## src/rtl/ook_pkg.sv

```systemverilog
// Shared types and constants for the OOK framer and modulator.
// Holds the FSM state enum, divider helpers and carrier increment.
package ook_pkg;

    typedef enum logic [1:0] {
        IDLE,
        START,
        DATA,
        STOP
    } ook_state_t;

    // Carrier phase step used by the modulator NCO.
    localparam logic [28:0] CARRIER_PHASE_INC = 29'd21_474_836;

    function automatic int calc_div(input int clk_hz, input int baud);
        return clk_hz / baud;
    endfunction

    function automatic int cnt_width(input int div);
        return (div > 1) ? $clog2(div) : 1;
    endfunction

endpackage

```

## src/rtl/ook_baud_gen.sv

```systemverilog
// Free-running baud counter producing a one-cycle strobe every DIV clocks.
// Never restarted by traffic; only reset clears it.
module ook_baud_gen
    import ook_pkg::*;
#(
    parameter int DIV = 10
) (
    input  logic clk,
    input  logic rst_n,
    output logic tick
);

    localparam int W = cnt_width(DIV);
    localparam logic [W-1:0] LAST = W'(DIV - 1);

    logic [W-1:0] cnt_q;
    logic [W-1:0] cnt_d;

    // Next count: wrap to zero after DIV-1.
    always_comb begin
        cnt_d = (cnt_q == LAST) ? '0 : cnt_q + 1'b1;
    end

    // Counter register.
    always_ff @(posedge clk or negedge rst_n) begin
        if (!rst_n) begin
            cnt_q <= '0;
        end else begin
            cnt_q <= cnt_d;
        end
    end

    assign tick = (cnt_q == LAST);

endmodule

```

## src/rtl/ook_framer.sv

```systemverilog
// Byte-to-bit framer for the OOK modulator: 1-entry holding buffer,
// start(1) / 8 data MSB-first / stop(0) bits, paced by the baud strobe.
module ook_framer
    import ook_pkg::*;
#(
    parameter int CLK_HZ    = 50_000_000,
    parameter int BAUD      = 100_000,
    parameter int STOP_BITS = 1
) (
    input  logic       clk,
    input  logic       rst_n,
    input  logic [7:0] din,
    input  logic       din_valid,
    output logic       din_ready,
    output logic       clk_bund,
    output logic       ook_bit,
    output logic       busy,
    output logic       frame_done
);

    localparam int DIV = calc_div(CLK_HZ, BAUD);
    localparam logic [1:0] STOP_LAST = 2'(STOP_BITS - 1);

    if (CLK_HZ % BAUD != 0 || DIV < 2) begin : g_bad_div
        $error("ook_framer: CLK_HZ/BAUD must be an integer >= 2");
    end
    if (STOP_BITS < 1 || STOP_BITS > 4) begin : g_bad_stop
        $error("ook_framer: STOP_BITS must be 1..4");
    end

    logic       tick;
    ook_state_t state_q, state_d;
    logic [7:0] shift_q, shift_d;
    logic [2:0] idx_q, idx_d;
    logic [1:0] stop_q, stop_d;
    logic       ook_q, ook_d;
    logic [7:0] buf_q, buf_d;
    logic       buf_full_q, buf_full_d;
    logic       last_stop;
    logic       take;
    logic       load;

    ook_baud_gen #(
        .DIV(DIV)
    ) u_baud (
        .clk  (clk),
        .rst_n(rst_n),
        .tick (tick)
    );

    // Next-state logic for buffer, FSM, shift register and keying bit.
    always_comb begin
        state_d    = state_q;
        shift_d    = shift_q;
        idx_d      = idx_q;
        stop_d     = stop_q;
        ook_d      = ook_q;
        buf_d      = buf_q;
        buf_full_d = buf_full_q;

        last_stop = (state_q == STOP) && (stop_q == STOP_LAST);
        take = tick && buf_full_q
             && ((state_q == IDLE) || last_stop);
        load = din_valid && !buf_full_q;

        if (load) begin
            buf_d      = din;
            buf_full_d = 1'b1;
        end else if (take) begin
            buf_full_d = 1'b0;
        end

        if (tick) begin
            unique case (state_q)
                IDLE: begin
                    if (buf_full_q) begin
                        state_d = START;
                        shift_d = buf_q;
                        ook_d   = 1'b1;
                    end
                end
                START: begin
                    state_d = DATA;
                    idx_d   = 3'd7;
                    ook_d   = shift_q[7];
                    shift_d = {shift_q[6:0], 1'b0};
                end
                DATA: begin
                    if (idx_q == 3'd0) begin
                        state_d = STOP;
                        stop_d  = 2'd0;
                        ook_d   = 1'b0;
                    end else begin
                        idx_d   = idx_q - 3'd1;
                        ook_d   = shift_q[7];
                        shift_d = {shift_q[6:0], 1'b0};
                    end
                end
                STOP: begin
                    if (last_stop) begin
                        if (buf_full_q) begin
                            state_d = START;
                            shift_d = buf_q;
                            ook_d   = 1'b1;
                        end else begin
                            state_d = IDLE;
                            ook_d   = 1'b0;
                        end
                    end else begin
                        stop_d = stop_q + 2'd1;
                    end
                end
            endcase
        end
    end

    // Framer state registers; reset drops any partial frame.
    always_ff @(posedge clk or negedge rst_n) begin
        if (!rst_n) begin
            state_q    <= IDLE;
            shift_q    <= '0;
            idx_q      <= '0;
            stop_q     <= '0;
            ook_q      <= 1'b0;
            buf_q      <= '0;
            buf_full_q <= 1'b0;
        end else begin
            state_q    <= state_d;
            shift_q    <= shift_d;
            idx_q      <= idx_d;
            stop_q     <= stop_d;
            ook_q      <= ook_d;
            buf_q      <= buf_d;
            buf_full_q <= buf_full_d;
        end
    end

    assign din_ready  = ~buf_full_q;
    assign clk_bund   = tick;
    assign ook_bit    = ook_q;
    assign busy       = (state_q != IDLE) || buf_full_q;
    assign frame_done = tick && last_stop;

endmodule

```

## config.mk

```make
export PLATFORM = sky130hd
export DESIGN_NAME = ook_framer
export DESIGN_NICKNAME = d
export VERILOG_FILES = /design/src/rtl/ook_pkg.sv /design/src/rtl/ook_baud_gen.sv /design/src/rtl/ook_framer.sv
export SDC_FILE = /design/constraint.sdc
export NUM_CORES = 1
export LEC_CHECK = 0
export CAP_MARGIN = 20
export CORE_MARGIN = 2
export CORE_UTILIZATION = 27
export DETAILED_ROUTE_END_ITERATION = 8
export SYNTH_ARGS = -nofsm -noshare
export SYNTH_HDL_FRONTEND = slang
export SYNTH_SLANG_ARGS = --single-unit
```

## constraint.sdc

```tcl
create_clock -name clk -period 2.05 [get_ports clk]
set_input_delay 0.615 -clock clk [delete_from_list [all_inputs] [get_ports clk]]
set_output_delay 0.615 -clock clk [all_outputs]
set_load 0.02 [all_outputs]
```

==> report_table.html, run 1 <==
<table>
<tr><th>Metric</th><th>Value</th></tr>
<tr><th colspan="2">Pwr</th></tr>
<tr><td>Net Sw Power</td><td>0.000257 W</td></tr>
<tr><td>Leakage dissipation</td><td>1.04 nW</td></tr>
<tr><td>Maximum VDD drop</td><td>0.000410 V</td></tr>
<tr><td>Switching part of the total power</td><td>19.7%</td></tr>
<tr><td>Share of total power in sequential cells</td><td>52.3%</td></tr>
<tr><td>Power density over the cells</td><td>580 nW/um^2</td></tr>
<tr><td>Overall Power</td><td>0.00130 W</td></tr>
<tr><td>Clk pwr share</td><td>44.0%</td></tr>
<tr><td>Internal Dissipation</td><td>0.00105 W</td></tr>
<tr><td>Combinational group share of total power</td><td>3.7%</td></tr>
<tr><th colspan="2">Synthesis</th></tr>
<tr><td>Yosys top cell area share</td><td>49.3%</td></tr>
<tr><td>Syn. warnings</td><td>0</td></tr>
<tr><td>Mux share of post-synthesis cell area</td><td>16.5%</td></tr>
<tr><td>Flip-flop and latch count after synthesis</td><td>34</td></tr>
<tr><td>Sequential share of the synthesized area</td><td>49.3%</td></tr>
<tr><td>Number of distinct library cells after synthesis</td><td>39</td></tr>
<tr><td>Netlist Area Pre-Place</td><td>1730 sq um</td></tr>
<tr><td>Synth Area in Compound Gates</td><td>9.06%</td></tr>
<tr><td>Net count after synthesis</td><td>166</td></tr>
<tr><td>Adder and majority gate portion of the synthesized area</td><td>6.53%</td></tr>
<tr><td>Gate count of the mapped netlist</td><td>146</td></tr>
<tr><td>Most used flip-flop cell after synthesis</td><td>sky130_fd_sc_hd__dfrtp_1</td></tr>
<tr><td>Mapped Avg Cell Area</td><td>11.8 sq um</td></tr>
<tr><td>Post-Synth XOR/XNOR Area</td><td>1.52%</td></tr>
<tr><td>Top area cells in the synthesized netlist</td><td>sky130_fd_sc_hd__dfrtp_1 49%, sky130_fd_sc_hd__mux2_2 16%, sky130_fd_sc_hd__ha_1 6.5%</td></tr>
<tr><td>Share of synthesized flip-flops with an asynchronous set or reset</td><td>100%</td></tr>
<tr><td>Number of synthesized flops with an enable pin</td><td>0</td></tr>
<tr><td>Simple-gate share of the synthesized area</td><td>13.6%</td></tr>
<tr><td>Biggest area consumer among synthesized cells</td><td>sky130_fd_sc_hd__dfrtp_1</td></tr>
<tr><td>Dominant combinational cell family by area after synthesis</td><td>multiplexers</td></tr>
<tr><th colspan="2">Finish</th></tr>
<tr><td>Most frequent standard cell in the layout excluding fill and tap cells</td><td>sky130_fd_sc_hd__dfrtp_1</td></tr>
<tr><td>Area overhead of the layout relative to synthesis</td><td>30.2%</td></tr>
<tr><td>Area of the multi-input gates</td><td>826 sq um</td></tr>
<tr><td>Fraction of layout cells with a size suffix above 1</td><td>37.4%</td></tr>
<tr><td>Fill cell count</td><td>619</td></tr>
<tr><td>Commonest cells after routing, fill and taps aside</td><td>34 x sky130_fd_sc_hd__dfrtp_1, 24 x sky130_fd_sc_hd__mux2_2, 24 x sky130_fd_sc_hd__buf_4</td></tr>
<tr><td>Storage element area</td><td>851 sq um</td></tr>
<tr><td>Filler-free cell count of the finished design</td><td>267</td></tr>
<tr><td>Antenna diode count</td><td>0</td></tr>
<tr><td>Post-layout utilization of the core</td><td>35.8%</td></tr>
<tr><td>Final #Nets</td><td>209</td></tr>
<tr><th colspan="2">Critical path</th></tr>
<tr><td>Total stage count of the critical path</td><td>5</td></tr>
<tr><td>Register-to-Register Path Depth</td><td>7</td></tr>
<tr><td>Critical Path, Cell by Cell</td><td>ha_2 -&gt; and4bb_2 -&gt; nand2b_4 -&gt; inv_2 -&gt; buf_6</td></tr>
<tr><td>Launch instance of the worst register-to-register path</td><td>u_baud.cnt_q[1]</td></tr>
<tr><td>First element of the critical path</td><td>u_baud.cnt_q[1]</td></tr>
<tr><td>Endpoint of the worst setup timing path</td><td>clk_bund</td></tr>
<tr><td>Data required, critical path</td><td>1.43 ns</td></tr>
<tr><td>Critical-path cell with the highest stage delay</td><td>sky130_fd_sc_hd__dfrtp_1</td></tr>
<tr><td>Critical path class</td><td>flip-flop to output pin</td></tr>
<tr><td>Arrival time at the worst endpoint</td><td>1.38 ns</td></tr>
<tr><td>Sort of element at the end of the critical path</td><td>output pin</td></tr>
<tr><td>Cell family with the largest share of critical-path delay</td><td>flip-flops</td></tr>
<tr><td>CP Max Fanout</td><td>4</td></tr>
<tr><td>Terminus of the critical flop-to-flop path</td><td>shift_q[1]</td></tr>
<tr><td>Count of buffer and inverter cells on the critical path</td><td>2</td></tr>
<tr><td>Worst Setup Start Kind</td><td>flip-flop</td></tr>
<tr><td>R2R Setup Slk</td><td>0.12 ns</td></tr>
<tr><td>Longest individual stage delay on the worst path</td><td>0.39 ns</td></tr>
<tr><th colspan="2">Routing</th></tr>
<tr><td>Post-detailed-route DRC marker count</td><td>0</td></tr>
<tr><td>Vias after detailed routing</td><td>1217</td></tr>
<tr><td>Post-DR vias/cell</td><td>4.56</td></tr>
<tr><td>Mean routed wirelength per cell</td><td>11.8 microns</td></tr>
<tr><td>Drt first pass iters</td><td>3</td></tr>
<tr><td>DR iter-0 viols</td><td>52</td></tr>
<tr><td>Number of nets still failing antenna checks after routing</td><td>0</td></tr>
<tr><td>DRT Wirelength</td><td>3160 microns</td></tr>
<tr><th colspan="2">CTS</th></tr>
<tr><td>Later-pin clock latency in the skew report</td><td>0.29 ns</td></tr>
<tr><td>Root buffer cell</td><td>sky130_fd_sc_hd__clkbuf_8</td></tr>
<tr><td>CTS tree</td><td>built</td></tr>
<tr><td>H-Tree Level Count</td><td>2</td></tr>
<tr><td>Clock transition at the registers of the reported paths</td><td>0.07 ns</td></tr>
<tr><td>Number of buffers added for setup after CTS</td><td>0</td></tr>
<tr><td>Count of clock tree sinks</td><td>34</td></tr>
<tr><td>Number of buffers created by CTS</td><td>5</td></tr>
<tr><td>Worst-case clock buffer depth</td><td>2</td></tr>
<tr><th colspan="2">STA</th></tr>
<tr><td>Maximum clock rate</td><td>0.501 GHz</td></tr>
<tr><td>Shortest clock period the worst path allows after layout</td><td>1.99 ns</td></tr>
<tr><td>Portion of the clock cycle consumed by the worst path in the final layout</td><td>97.3%</td></tr>
<tr><td>Post-Route Hold Slack</td><td>0.483 ns</td></tr>
<tr><td>Number of failing setup endpoints in the final timing report</td><td>0</td></tr>
<tr><td>Worst Tran Pin Value</td><td>0.501 ns</td></tr>
<tr><td>Max Transition Viols Final</td><td>0</td></tr>
<tr><td>Setup TNS after final layout</td><td>0 ns</td></tr>
<tr><td>Clock skew</td><td>0.0107 ns</td></tr>
<tr><td>Worst relative slew slack</td><td>66.6%</td></tr>
<tr><td>Final hold violations</td><td>0</td></tr>
<tr><th colspan="2">Placed design</th></tr>
<tr><td>Post-Place Cells</td><td>259</td></tr>
<tr><td>HPWL after detailed placement</td><td>2380 microns</td></tr>
<tr><td>Global placement routability congestion</td><td>0.726</td></tr>
<tr><td>Buffers added on ports</td><td>15</td></tr>
<tr><th colspan="2">Global routing</th></tr>
<tr><td>Wire length of the first global-routing pass</td><td>5710 microns</td></tr>
<tr><td>Initial antenna violation count</td><td>0</td></tr>
<tr><td>Overflow left after global routing</td><td>0</td></tr>
<tr><td>Number of global-route vias before repair</td><td>1261</td></tr>
<tr><td>Global-route usage over all layers</td><td>10.1%</td></tr>
<tr><td>Pin count of the biggest net entering global routing</td><td>35</td></tr>
<tr><th colspan="2">Die</th></tr>
<tr><td>Die X-Extent</td><td>83.9 microns</td></tr>
<tr><td>I/O pin cnt</td><td>16</td></tr>
<tr><td>Site row count</td><td>29</td></tr>
<tr><td>Area enclosed by the die boundary</td><td>7050 sq um</td></tr>
<tr><td>Area of the placeable core</td><td>6280 sq um</td></tr>
<tr><td>Die height</td><td>83.9 microns</td></tr>
<tr><td>Initial standard-cell utilization of the core</td><td>27.5%</td></tr>
<tr><th colspan="2">Outcome</th></tr>
<tr><td>Status</td><td>completed</td></tr>
<tr><th colspan="2">Min path</th></tr>
<tr><td>Class of the most critical hold timing path</td><td>flip-flop to flip-flop</td></tr>
<tr><th colspan="2">Run</th></tr>
<tr><td>Max_cap viols</td><td>0</td></tr>
</table>
[synth_stat cells, types with 2 or more instances]
master and n:
sky130_fd_sc_hd__nand3_1 7, sky130_fd_sc_hd__dfrtp_1 34, sky130_fd_sc_hd__nor2b_1 3, sky130_fd_sc_hd__o21a_1 2, sky130_fd_sc_hd__xnor2_1 2, sky130_fd_sc_hd__a21oi_1 2, sky130_fd_sc_hd__ha_1 9, sky130_fd_sc_hd__inv_1 9
sky130_fd_sc_hd__o31ai_1 2, sky130_fd_sc_hd__nor2_1 9, sky130_fd_sc_hd__nand2b_1 4, sky130_fd_sc_hd__nand2_1 6, sky130_fd_sc_hd__mux2_2 24, sky130_fd_sc_hd__o21ai_0 8
[final cells by class]
cell class	count	area share, %
flip-flops and latches	34	37.9
multi-input cells	99	36.7
repair buffers	39	14.5
inverters	10	1.67
clock buffers	8	4.90
well taps	77	4.29
[per-stage QoR]
step | area [sq um] | worst slack [ns]
3_5_place_dp | 2130 | -0.143
5_1_grt | 2250 | -0.0114
6_report | 2250 | 0.0551
3_3_place_gp | 2130 | -0.103
2_1_floorplan | 1730 | 0.102
4_1_cts | 2230 | -0.00663
[sequential cells by signal (all words and copies together) (netlist names)]
signal / flops
buf_q: 8
shift_q: 8
idx_q: 3
state_q: 2
buf_full_q: 1
ook_bit: 1
u_baud.cnt_q: 9
stop_q: 2
[logic make-up (layout without fill, tap and decap cells)]
logic type / count (synthesis) / in the layout
AOI/OAI and AO/OA: 22 / 22
adders and majority gates: 9 / 9
xor gates and xnor gates: 3 / 3
muxes: 25 / 25
DFF: 34 / 34
and+or+nand+nor: 40 / 40
buffers and inverters: 13 / 57
[routing by layer]
metal | up-vias | routed length [microns] | track usage, %
met5 | - | 0 | 0
met4 | 0 | 52 | 4.40
met3 | 5 | 115 | 2.57
met2 | 16 | 1450 | 16.7
met1 | 593 | 1540 | 12.5
li1 | 603 | - | -
[timing repair]
action	in CTS	in global routing
cloned	0	0
pin swaps	0	2
setup endpoints to repair	4	3
hold buffers	0	0
gates resized for setup	11	8
[worst min-delay path by stage]
| stage | start | to | slack (ns) | cells after the start |
|---|---|---|---|---|
| final | u_baud.cnt_q[8] | u_baud.cnt_q[8] | 0.48 | 1 |
| after global routing | u_baud.cnt_q[7] | u_baud.cnt_q[7] | 0.51 | 1 |
| after CTS | u_baud.cnt_q[8] | u_baud.cnt_q[8] | 0.49 | 1 |
| after detailed placement | u_baud.cnt_q[8] | u_baud.cnt_q[8] | 0.47 | 1 |
| after global placement | u_baud.cnt_q[8] | u_baud.cnt_q[8] | 0.47 | 1 |
| after floorplan | rst_n | buf_full_q | 0.32 | 0 |
[power groups by stage]
stage	registers [W]	clock network, W	logic (W)
after global routing	0.000683	0.000622	0.0000540
after detailed placement	0.000695	0	0.0000500
after global placement	0.000695	0	0.0000491
after floorplan	0.000694	0	0.0000139
final	0.000682	0.000574	0.0000477
after CTS	0.000682	0.000593	0.0000501
(Power assumes the default switching activity.)
==> run 2: changes to the inputs <==
--- a/config.mk
+++ b/config.mk
@@ -9,6 +9,8 @@
 export CORE_MARGIN = 2
 export CORE_UTILIZATION = 27
 export DETAILED_ROUTE_END_ITERATION = 8
+export SKIP_CTS_REPAIR_TIMING = 1
 export SYNTH_ARGS = -nofsm -noshare
 export SYNTH_HDL_FRONTEND = slang
 export SYNTH_SLANG_ARGS = --single-unit
+export TNS_END_PERCENT = 30
==> run 2 against run 1 <==
Net effect:
- non-clock buffer count stayed put
- sequential share of layout area is 0.063 points higher
- via count rose by 0.25%
==> report_table.html, run 2 (synthesis results as in run 1) <==
<table>
<tr><th>Metric</th><th>Value</th></tr>
<tr><th colspan="2">Outcome</th></tr>
<tr><td>Status</td><td>completed</td></tr>
<tr><th colspan="2">Routing</th></tr>
<tr><td>DR iter-0 viols</td><td>53</td></tr>
<tr><td>Mean routed wirelength per cell</td><td>11.9 microns</td></tr>
<tr><td>Routed length on met2</td><td>1470 microns</td></tr>
<tr><td>Met3 WL</td><td>106 microns</td></tr>
<tr><td>Routed metal-1 wire length</td><td>1550 microns</td></tr>
<tr><td>Post-DR vias/cell</td><td>4.57</td></tr>
<tr><td>DRT Wirelength</td><td>3180 microns</td></tr>
<tr><td>Drt first pass iters</td><td>3</td></tr>
<tr><td>Post-detailed-route DRC marker count</td><td>0</td></tr>
<tr><td>Highest metal used</td><td>met4</td></tr>
<tr><td>Vias after detailed routing</td><td>1220</td></tr>
<tr><td>Number of nets still failing antenna checks after routing</td><td>0</td></tr>
<tr><th colspan="2">Pwr</th></tr>
<tr><td>Leakage dissipation</td><td>1.05 nW</td></tr>
<tr><td>Maximum VDD drop</td><td>0.000410 V</td></tr>
<tr><td>Power density over the cells</td><td>581 nW/um^2</td></tr>
<tr><th colspan="2">Placed design</th></tr>
<tr><td>Global placement routability congestion</td><td>0.726</td></tr>
<tr><td>Buffers added on ports</td><td>15</td></tr>
<tr><td>Worst slack, placed</td><td>-0.143 ns</td></tr>
<tr><td>HPWL after detailed placement</td><td>2380 microns</td></tr>
<tr><th colspan="2">Critical path</th></tr>
<tr><td>Critical Path, Cell by Cell</td><td>ha_2 -&gt; and4bb_2 -&gt; nand2b_4 -&gt; nor2_1 -&gt; buf_4</td></tr>
<tr><td>CP Max Fanout</td><td>4</td></tr>
<tr><td>R2R Setup Slk</td><td>0.14 ns</td></tr>
<tr><td>Longest individual stage delay on the worst path</td><td>0.36 ns</td></tr>
<tr><td>Data required, critical path</td><td>1.43 ns</td></tr>
<tr><td>Sort of element at the end of the critical path</td><td>output pin</td></tr>
<tr><td>Worst Setup Start Kind</td><td>flip-flop</td></tr>
<tr><td>Arrival time at the worst endpoint</td><td>1.42 ns</td></tr>
<tr><td>Critical path class</td><td>flip-flop to output pin</td></tr>
<tr><td>Critical-path cell with the highest stage delay</td><td>sky130_fd_sc_hd__dfrtp_1</td></tr>
<tr><th colspan="2">STA</th></tr>
<tr><td>Shortest clock period the worst path allows after layout</td><td>2.04 ns</td></tr>
<tr><td>Portion of the clock cycle consumed by the worst path in the final layout</td><td>99.3%</td></tr>
<tr><td>Number of failing setup endpoints in the final timing report</td><td>0</td></tr>
<tr><td>Unrepaired setup endpoints after global routing</td><td>yes</td></tr>
<tr><td>Worst Tran Pin Value</td><td>0.499 ns</td></tr>
<tr><td>Clock skew</td><td>0.0107 ns</td></tr>
<tr><td>Maximum clock rate</td><td>0.491 GHz</td></tr>
<tr><td>Max Transition Viols Final</td><td>0</td></tr>
<tr><td>Final WS setup</td><td>0.0142 ns</td></tr>
<tr><td>Worst relative slew slack</td><td>66.7%</td></tr>
<tr><td>Final hold violations</td><td>0</td></tr>
<tr><td>Setup TNS after final layout</td><td>0 ns</td></tr>
<tr><th colspan="2">Global routing</th></tr>
<tr><td>Overflow left after global routing</td><td>0</td></tr>
<tr><td>Number of global-route vias before repair</td><td>1261</td></tr>
<tr><td>Initial antenna violation count</td><td>0</td></tr>
<tr><td>Global-route usage over all layers</td><td>10.1%</td></tr>
<tr><td>Pin count of the biggest net entering global routing</td><td>35</td></tr>
<tr><td>Wire length of the first global-routing pass</td><td>5710 microns</td></tr>
<tr><th colspan="2">Finish</th></tr>
<tr><td>Flip-flop count of the largest register after layout</td><td>9</td></tr>
<tr><td>Commonest cells after routing, fill and taps aside</td><td>34 x sky130_fd_sc_hd__dfrtp_1, 26 x sky130_fd_sc_hd__buf_4, 24 x sky130_fd_sc_hd__mux2_2</td></tr>
<tr><td>Final #Nets</td><td>209</td></tr>
<tr><td>Largest regs</td><td>u_baud.cnt_q: 9 flops, buf_q: 8 flops, shift_q: 8 flops</td></tr>
<tr><td>Most frequent standard cell in the layout excluding fill and tap cells</td><td>sky130_fd_sc_hd__dfrtp_1</td></tr>
<tr><td>Antenna diode count</td><td>0</td></tr>
<tr><td>Largest register by flop count</td><td>u_baud.cnt_q</td></tr>
<tr><td>Fraction of layout cells with a size suffix above 1</td><td>36.3%</td></tr>
<tr><td>Area overhead of the layout relative to synthesis</td><td>30.0%</td></tr>
<tr><th colspan="2">CTS</th></tr>
<tr><td>Worst-case clock buffer depth</td><td>2</td></tr>
<tr><td>Clock transition at the registers of the reported paths</td><td>0.07 ns</td></tr>
<tr><td>CTS tree</td><td>built</td></tr>
<tr><td>Count of clock tree sinks</td><td>34</td></tr>
<tr><td>H-Tree Level Count</td><td>2</td></tr>
<tr><td>Later-pin clock latency in the skew report</td><td>0.29 ns</td></tr>
<tr><td>Root buffer cell</td><td>sky130_fd_sc_hd__clkbuf_8</td></tr>
<tr><td>Number of buffers created by CTS</td><td>5</td></tr>
<tr><th colspan="2">Die</th></tr>
<tr><td>Area of the placeable core</td><td>6280 sq um</td></tr>
<tr><td>Site row count</td><td>29</td></tr>
<tr><td>Area enclosed by the die boundary</td><td>7050 sq um</td></tr>
<tr><td>Initial standard-cell utilization of the core</td><td>27.5%</td></tr>
<tr><td>Die X-Extent</td><td>83.9 microns</td></tr>
<tr><td>I/O pin cnt</td><td>16</td></tr>
<tr><td>Die height</td><td>83.9 microns</td></tr>
<tr><th colspan="2">Min path</th></tr>
<tr><td>Class of the most critical hold timing path</td><td>flip-flop to flip-flop</td></tr>
<tr><th colspan="2">Run</th></tr>
<tr><td>Max_cap viols</td><td>0</td></tr>
</table>
==> run 2: worst max-delay path, delay by kind of cell (launching register included) <==
| family | cells | cell delay (ns) |
|---|---|---|
| adder cells (fa/ha/maj) | 1 | 0.18 |
| flip-flops | 1 | 0.36 |
| buffers and inverters | 1 | 0.15 |
| AND/OR/NAND/NOR | 3 | 0.46 |
==> run 2: layout make-up <==
type,instances,area (sq um)
Inverter,10,37.5
Multi-Input combinational cell,99,818
Fill cell,623,4030
Timing Repair Buffer,39,330
Tap cell,77,96.3
Sequential cell,34,851
Clock buffer,8,110
==> run 2: per-layer routing <==
metal	vias up	track usage, %
met5	-	0
met4	0	4.40
met3	5	2.57
met2	16	16.7
met1	596	12.5
li1	603	-
==> run 2: stage by stage <==
step,power (W),hold slack [ns],std cells,util [%],cell area (sq um)
finish,0.00130,0.483,267,35.7,2240
global route,0.00136,0.512,267,35.7,2240
CTS,0.00133,0.487,267,35.7,2240
detailed placement,0.000745,0.471,259,33.9,2130
global placement,0.000744,0.469,259,33.9,2130
floorplan,0.000708,0.319,146,-,1730
==> run 2: worst paths after layout <==
path	start	end	depth (start not counted)
worst max-delay path	u_baud.cnt_q[1]	frame_done	5
worst min-delay path	u_baud.cnt_q[8]	u_baud.cnt_q[8]	1
worst max register to register	u_baud.cnt_q[1]	shift_q[1]	7
worst min register to register	u_baud.cnt_q[8]	u_baud.cnt_q[8]	1
max in group asynchronous	rst_n	state_q[1]	2
min in group asynchronous	rst_n	u_baud.cnt_q[7]	2
==> run 2: power breakdown <==
group | total, W | switching (W) | internal [W]
Clock | 0.000573 | 0.000234 | 0.000339
Sequential | 0.000682 | 0.00000337 | 0.000679
Combinational | 0.0000478 | 0.0000187 | 0.0000291
Total | 0.00130 | 0.000256 | 0.00105
==> run 3: changes to the inputs <==
--- a/config.mk
+++ b/config.mk
@@ -6,9 +6,12 @@
 export NUM_CORES = 1
 export LEC_CHECK = 0
 export CAP_MARGIN = 20
+export CELL_PAD_IN_SITES_DETAIL_PLACEMENT = 0
+export CELL_PAD_IN_SITES_GLOBAL_PLACEMENT = 2
 export CORE_MARGIN = 2
 export CORE_UTILIZATION = 27
 export DETAILED_ROUTE_END_ITERATION = 8
+export PLACE_DENSITY_LB_ADDON = 0.1
 export SKIP_CTS_REPAIR_TIMING = 1
 export SYNTH_ARGS = -nofsm -noshare
 export SYNTH_HDL_FRONTEND = slang
==> run 3 against run 2 <==
Net effect:
- critical path depth unchanged
- setup slack gained 0.025 ns
- maximum frequency is 1.2% higher
- combinational power about the same
- first-iteration DRC count is 60% lower
- design area stayed put
- via count decreased by 1.1%
- register-to-register slack better by 0.02 ns
- flip-flop and latch count unchanged
- count of clock-buffer cells in the layout decreased by 3
- clock power down 20%
==> report_table.html, run 3 (synthesis results as in run 1) <==
<table>
<tr><th>Metric</th><th>Value</th></tr>
<tr><th colspan="2">Outcome</th></tr>
<tr><td>Status</td><td>completed</td></tr>
<tr><th colspan="2">CTS</th></tr>
<tr><td>Worst-case clock buffer depth</td><td>2</td></tr>
<tr><td>Number of buffers created by CTS</td><td>5</td></tr>
<tr><td>Clock transition at the registers of the reported paths</td><td>0.06 ns</td></tr>
<tr><td>Count of clock tree sinks</td><td>34</td></tr>
<tr><td>H-Tree Level Count</td><td>2</td></tr>
<tr><td>Root buffer cell</td><td>sky130_fd_sc_hd__clkbuf_8</td></tr>
<tr><td>Later-pin clock latency in the skew report</td><td>0.28 ns</td></tr>
<tr><td>CTS tree</td><td>built</td></tr>
<tr><th colspan="2">Placed design</th></tr>
<tr><td>Placement-stage cell area</td><td>2120 sq um</td></tr>
<tr><td>Global placement routability congestion</td><td>0.756</td></tr>
<tr><td>HPWL after detailed placement</td><td>2620 microns</td></tr>
<tr><td>Worst slack, placed</td><td>-0.204 ns</td></tr>
<tr><td>Post-Place Cells</td><td>258</td></tr>
<tr><td>Buffers added on ports</td><td>15</td></tr>
<tr><th colspan="2">Pwr</th></tr>
<tr><td>Clk pwr share</td><td>38.7%</td></tr>
<tr><td>Power density over the cells</td><td>531 nW/um^2</td></tr>
<tr><td>Maximum VDD drop</td><td>0.000258 V</td></tr>
<tr><td>Net Sw Power</td><td>0.000255 W</td></tr>
<tr><td>Leakage dissipation</td><td>1.03 nW</td></tr>
<tr><td>Internal Dissipation</td><td>0.000935 W</td></tr>
<tr><td>Share of total power in sequential cells</td><td>57.3%</td></tr>
<tr><td>Switching part of the total power</td><td>21.4%</td></tr>
<tr><td>Combinational group share of total power</td><td>4.0%</td></tr>
<tr><th colspan="2">Critical path</th></tr>
<tr><td>Launch instance of the worst register-to-register path</td><td>u_baud.cnt_q[0]</td></tr>
<tr><td>Longest individual stage delay on the worst path</td><td>0.36 ns</td></tr>
<tr><td>Critical Path, Cell by Cell</td><td>ha_2 -&gt; and4bb_2 -&gt; nand2b_4 -&gt; nor2_4 -&gt; buf_6</td></tr>
<tr><td>Worst Setup Start Kind</td><td>flip-flop</td></tr>
<tr><td>Register-to-Register Path Depth</td><td>6</td></tr>
<tr><td>Sort of element at the end of the critical path</td><td>output pin</td></tr>
<tr><td>Total stage count of the critical path</td><td>5</td></tr>
<tr><td>R2R Setup Slk</td><td>0.16 ns</td></tr>
<tr><td>Cell family with the largest share of critical-path delay</td><td>simple AND/OR/NAND/NOR gates</td></tr>
<tr><td>Endpoint of the worst setup timing path</td><td>frame_done</td></tr>
<tr><td>Critical-path cell with the highest stage delay</td><td>sky130_fd_sc_hd__dfrtp_1</td></tr>
<tr><td>CP Max Fanout</td><td>4</td></tr>
<tr><td>Data required, critical path</td><td>1.43 ns</td></tr>
<tr><td>Terminus of the critical flop-to-flop path</td><td>state_q[1]</td></tr>
<tr><td>First element of the critical path</td><td>u_baud.cnt_q[0]</td></tr>
<tr><td>Count of buffer and inverter cells on the critical path</td><td>1</td></tr>
<tr><td>Critical path class</td><td>flip-flop to output pin</td></tr>
<tr><td>Arrival time at the worst endpoint</td><td>1.40 ns</td></tr>
<tr><th colspan="2">Finish</th></tr>
<tr><td>Post-route standard cell area excluding fillers</td><td>2240 sq um</td></tr>
<tr><td>Fill cell count</td><td>617</td></tr>
<tr><td>Antenna diode count</td><td>0</td></tr>
<tr><td>Largest regs</td><td>u_baud.cnt_q: 9 flops, buf_q: 8 flops, shift_q: 8 flops</td></tr>
<tr><td>Storage element area</td><td>851 sq um</td></tr>
<tr><td>Commonest cells after routing, fill and taps aside</td><td>34 x sky130_fd_sc_hd__dfrtp_1, 26 x sky130_fd_sc_hd__buf_4, 24 x sky130_fd_sc_hd__mux2_2</td></tr>
<tr><td>Most frequent standard cell in the layout excluding fill and tap cells</td><td>sky130_fd_sc_hd__dfrtp_1</td></tr>
<tr><td>Area overhead of the layout relative to synthesis</td><td>30.0%</td></tr>
<tr><td>Largest register by flop count</td><td>u_baud.cnt_q</td></tr>
<tr><td>Area of the multi-input gates</td><td>837 sq um</td></tr>
<tr><td>Final #Nets</td><td>211</td></tr>
<tr><td>Fraction of layout cells with a size suffix above 1</td><td>37.7%</td></tr>
<tr><td>Flip-flop count of the largest register after layout</td><td>9</td></tr>
<tr><td>Filler-free cell count of the finished design</td><td>268</td></tr>
<tr><th colspan="2">Routing</th></tr>
<tr><td>Post-detailed-route DRC marker count</td><td>0</td></tr>
<tr><td>DR iter-0 viols</td><td>21</td></tr>
<tr><td>Post-DR vias/cell</td><td>4.50</td></tr>
<tr><td>Number of nets still failing antenna checks after routing</td><td>0</td></tr>
<tr><td>Mean routed wirelength per cell</td><td>13.2 microns</td></tr>
<tr><td>Drt first pass iters</td><td>2</td></tr>
<tr><td>Vias after detailed routing</td><td>1206</td></tr>
<tr><td>DRT Wirelength</td><td>3530 microns</td></tr>
<tr><th colspan="2">STA</th></tr>
<tr><td>Unrepaired setup endpoints after global routing</td><td>yes</td></tr>
<tr><td>Clock skew</td><td>0.00373 ns</td></tr>
<tr><td>Maximum clock rate</td><td>0.497 GHz</td></tr>
<tr><td>Worst relative slew slack</td><td>70.4%</td></tr>
<tr><td>Final hold violations</td><td>0</td></tr>
<tr><td>Worst Tran Pin Value</td><td>0.444 ns</td></tr>
<tr><td>Portion of the clock cycle consumed by the worst path in the final layout</td><td>98.1%</td></tr>
<tr><td>Final WS setup</td><td>0.0393 ns</td></tr>
<tr><td>Max Transition Viols Final</td><td>0</td></tr>
<tr><td>Shortest clock period the worst path allows after layout</td><td>2.01 ns</td></tr>
<tr><td>Number of failing setup endpoints in the final timing report</td><td>0</td></tr>
<tr><th colspan="2">Run</th></tr>
<tr><td>Max_cap viols</td><td>0</td></tr>
<tr><th colspan="2">Die</th></tr>
<tr><td>Initial standard-cell utilization of the core</td><td>27.5%</td></tr>
<tr><td>Site row count</td><td>29</td></tr>
<tr><td>Die X-Extent</td><td>83.9 microns</td></tr>
<tr><td>Area enclosed by the die boundary</td><td>7050 sq um</td></tr>
<tr><td>I/O pin cnt</td><td>16</td></tr>
<tr><td>Area of the placeable core</td><td>6280 sq um</td></tr>
<tr><td>Die height</td><td>83.9 microns</td></tr>
<tr><th colspan="2">Global routing</th></tr>
<tr><td>Overflow left after global routing</td><td>0</td></tr>
<tr><td>Number of global-route vias before repair</td><td>1305</td></tr>
<tr><td>Global-route usage over all layers</td><td>11.1%</td></tr>
<tr><td>Pin count of the biggest net entering global routing</td><td>35</td></tr>
<tr><td>Initial antenna violation count</td><td>0</td></tr>
<tr><td>Wire length of the first global-routing pass</td><td>6200 microns</td></tr>
<tr><th colspan="2">Min path</th></tr>
<tr><td>Hold_sp</td><td>u_baud.cnt_q[8]</td></tr>
<tr><td>Class of the most critical hold timing path</td><td>flip-flop to flip-flop</td></tr>
</table>
run 3: changes by cell type in the layout (fill, tap and decap cells not counted), sizes merged:
cell / change
clkbuf: -2
clkdlybuf4s50: +1
clkinv: +2
buf: +2
dlymetal6s2s: -2
run 3: worst min path at each step:
stage                                 end  slack [ns]  cells after the start
final                     u_baud.cnt_q[8]        0.49                      1
after detailed placement  u_baud.cnt_q[8]        0.48                      1
after global routing      u_baud.cnt_q[8]        0.52                      1
after global placement    u_baud.cnt_q[8]        0.47                      1
after floorplan                buf_full_q        0.32                      0
after CTS                 u_baud.cnt_q[8]        0.49                      1
run 3: metrics by stage:
step | hold slack (ns) | utilization, % | power (W) | setup TNS, ns
6_report | 0.489 | 35.7 | 0.00119 | 0
5_1_grt | 0.518 | 35.7 | 0.00127 | -0.0530
4_1_cts | 0.491 | 35.1 | 0.00122 | -1.25
3_5_place_dp | 0.481 | 33.8 | 0.000745 | -0.310
3_3_place_gp | 0.471 | 33.8 | 0.000744 | -0.234
2_1_floorplan | 0.319 | - | 0.000708 | 0
run 3: area by class of cell:
type                       count  share of cell area (%)
sequential                    34                    37.9
multi-input combinational     99                    37.3
timing repair buffer          41                    15.3
tap                           77                    4.29
clock buffer                   5                    3.07
inverter                      10                    1.67
clock inverter                 2                   0.446
run 3: power groups by stage:
stage	sequential (W)	clock, W	combinational, W
3_3_place_gp	0.000695	0	0.0000491
6_report	0.000682	0.000460	0.0000477
5_1_grt	0.000683	0.000530	0.0000542
3_5_place_dp	0.000695	0	0.0000499
4_1_cts	0.000682	0.000492	0.0000502
2_1_floorplan	0.000694	0	0.0000139
run 3: per-layer routing:
metal  GRT usage [%]  wire (microns)  part of all wire [%]  up-vias
met5               0               0                     0        -
met4            3.08              44                   1.2        0
met3            3.56             119                   3.4        5
met2            19.2            1770                    50       13
met1            13.3            1590                    45      577
li1                -               -                     -      611
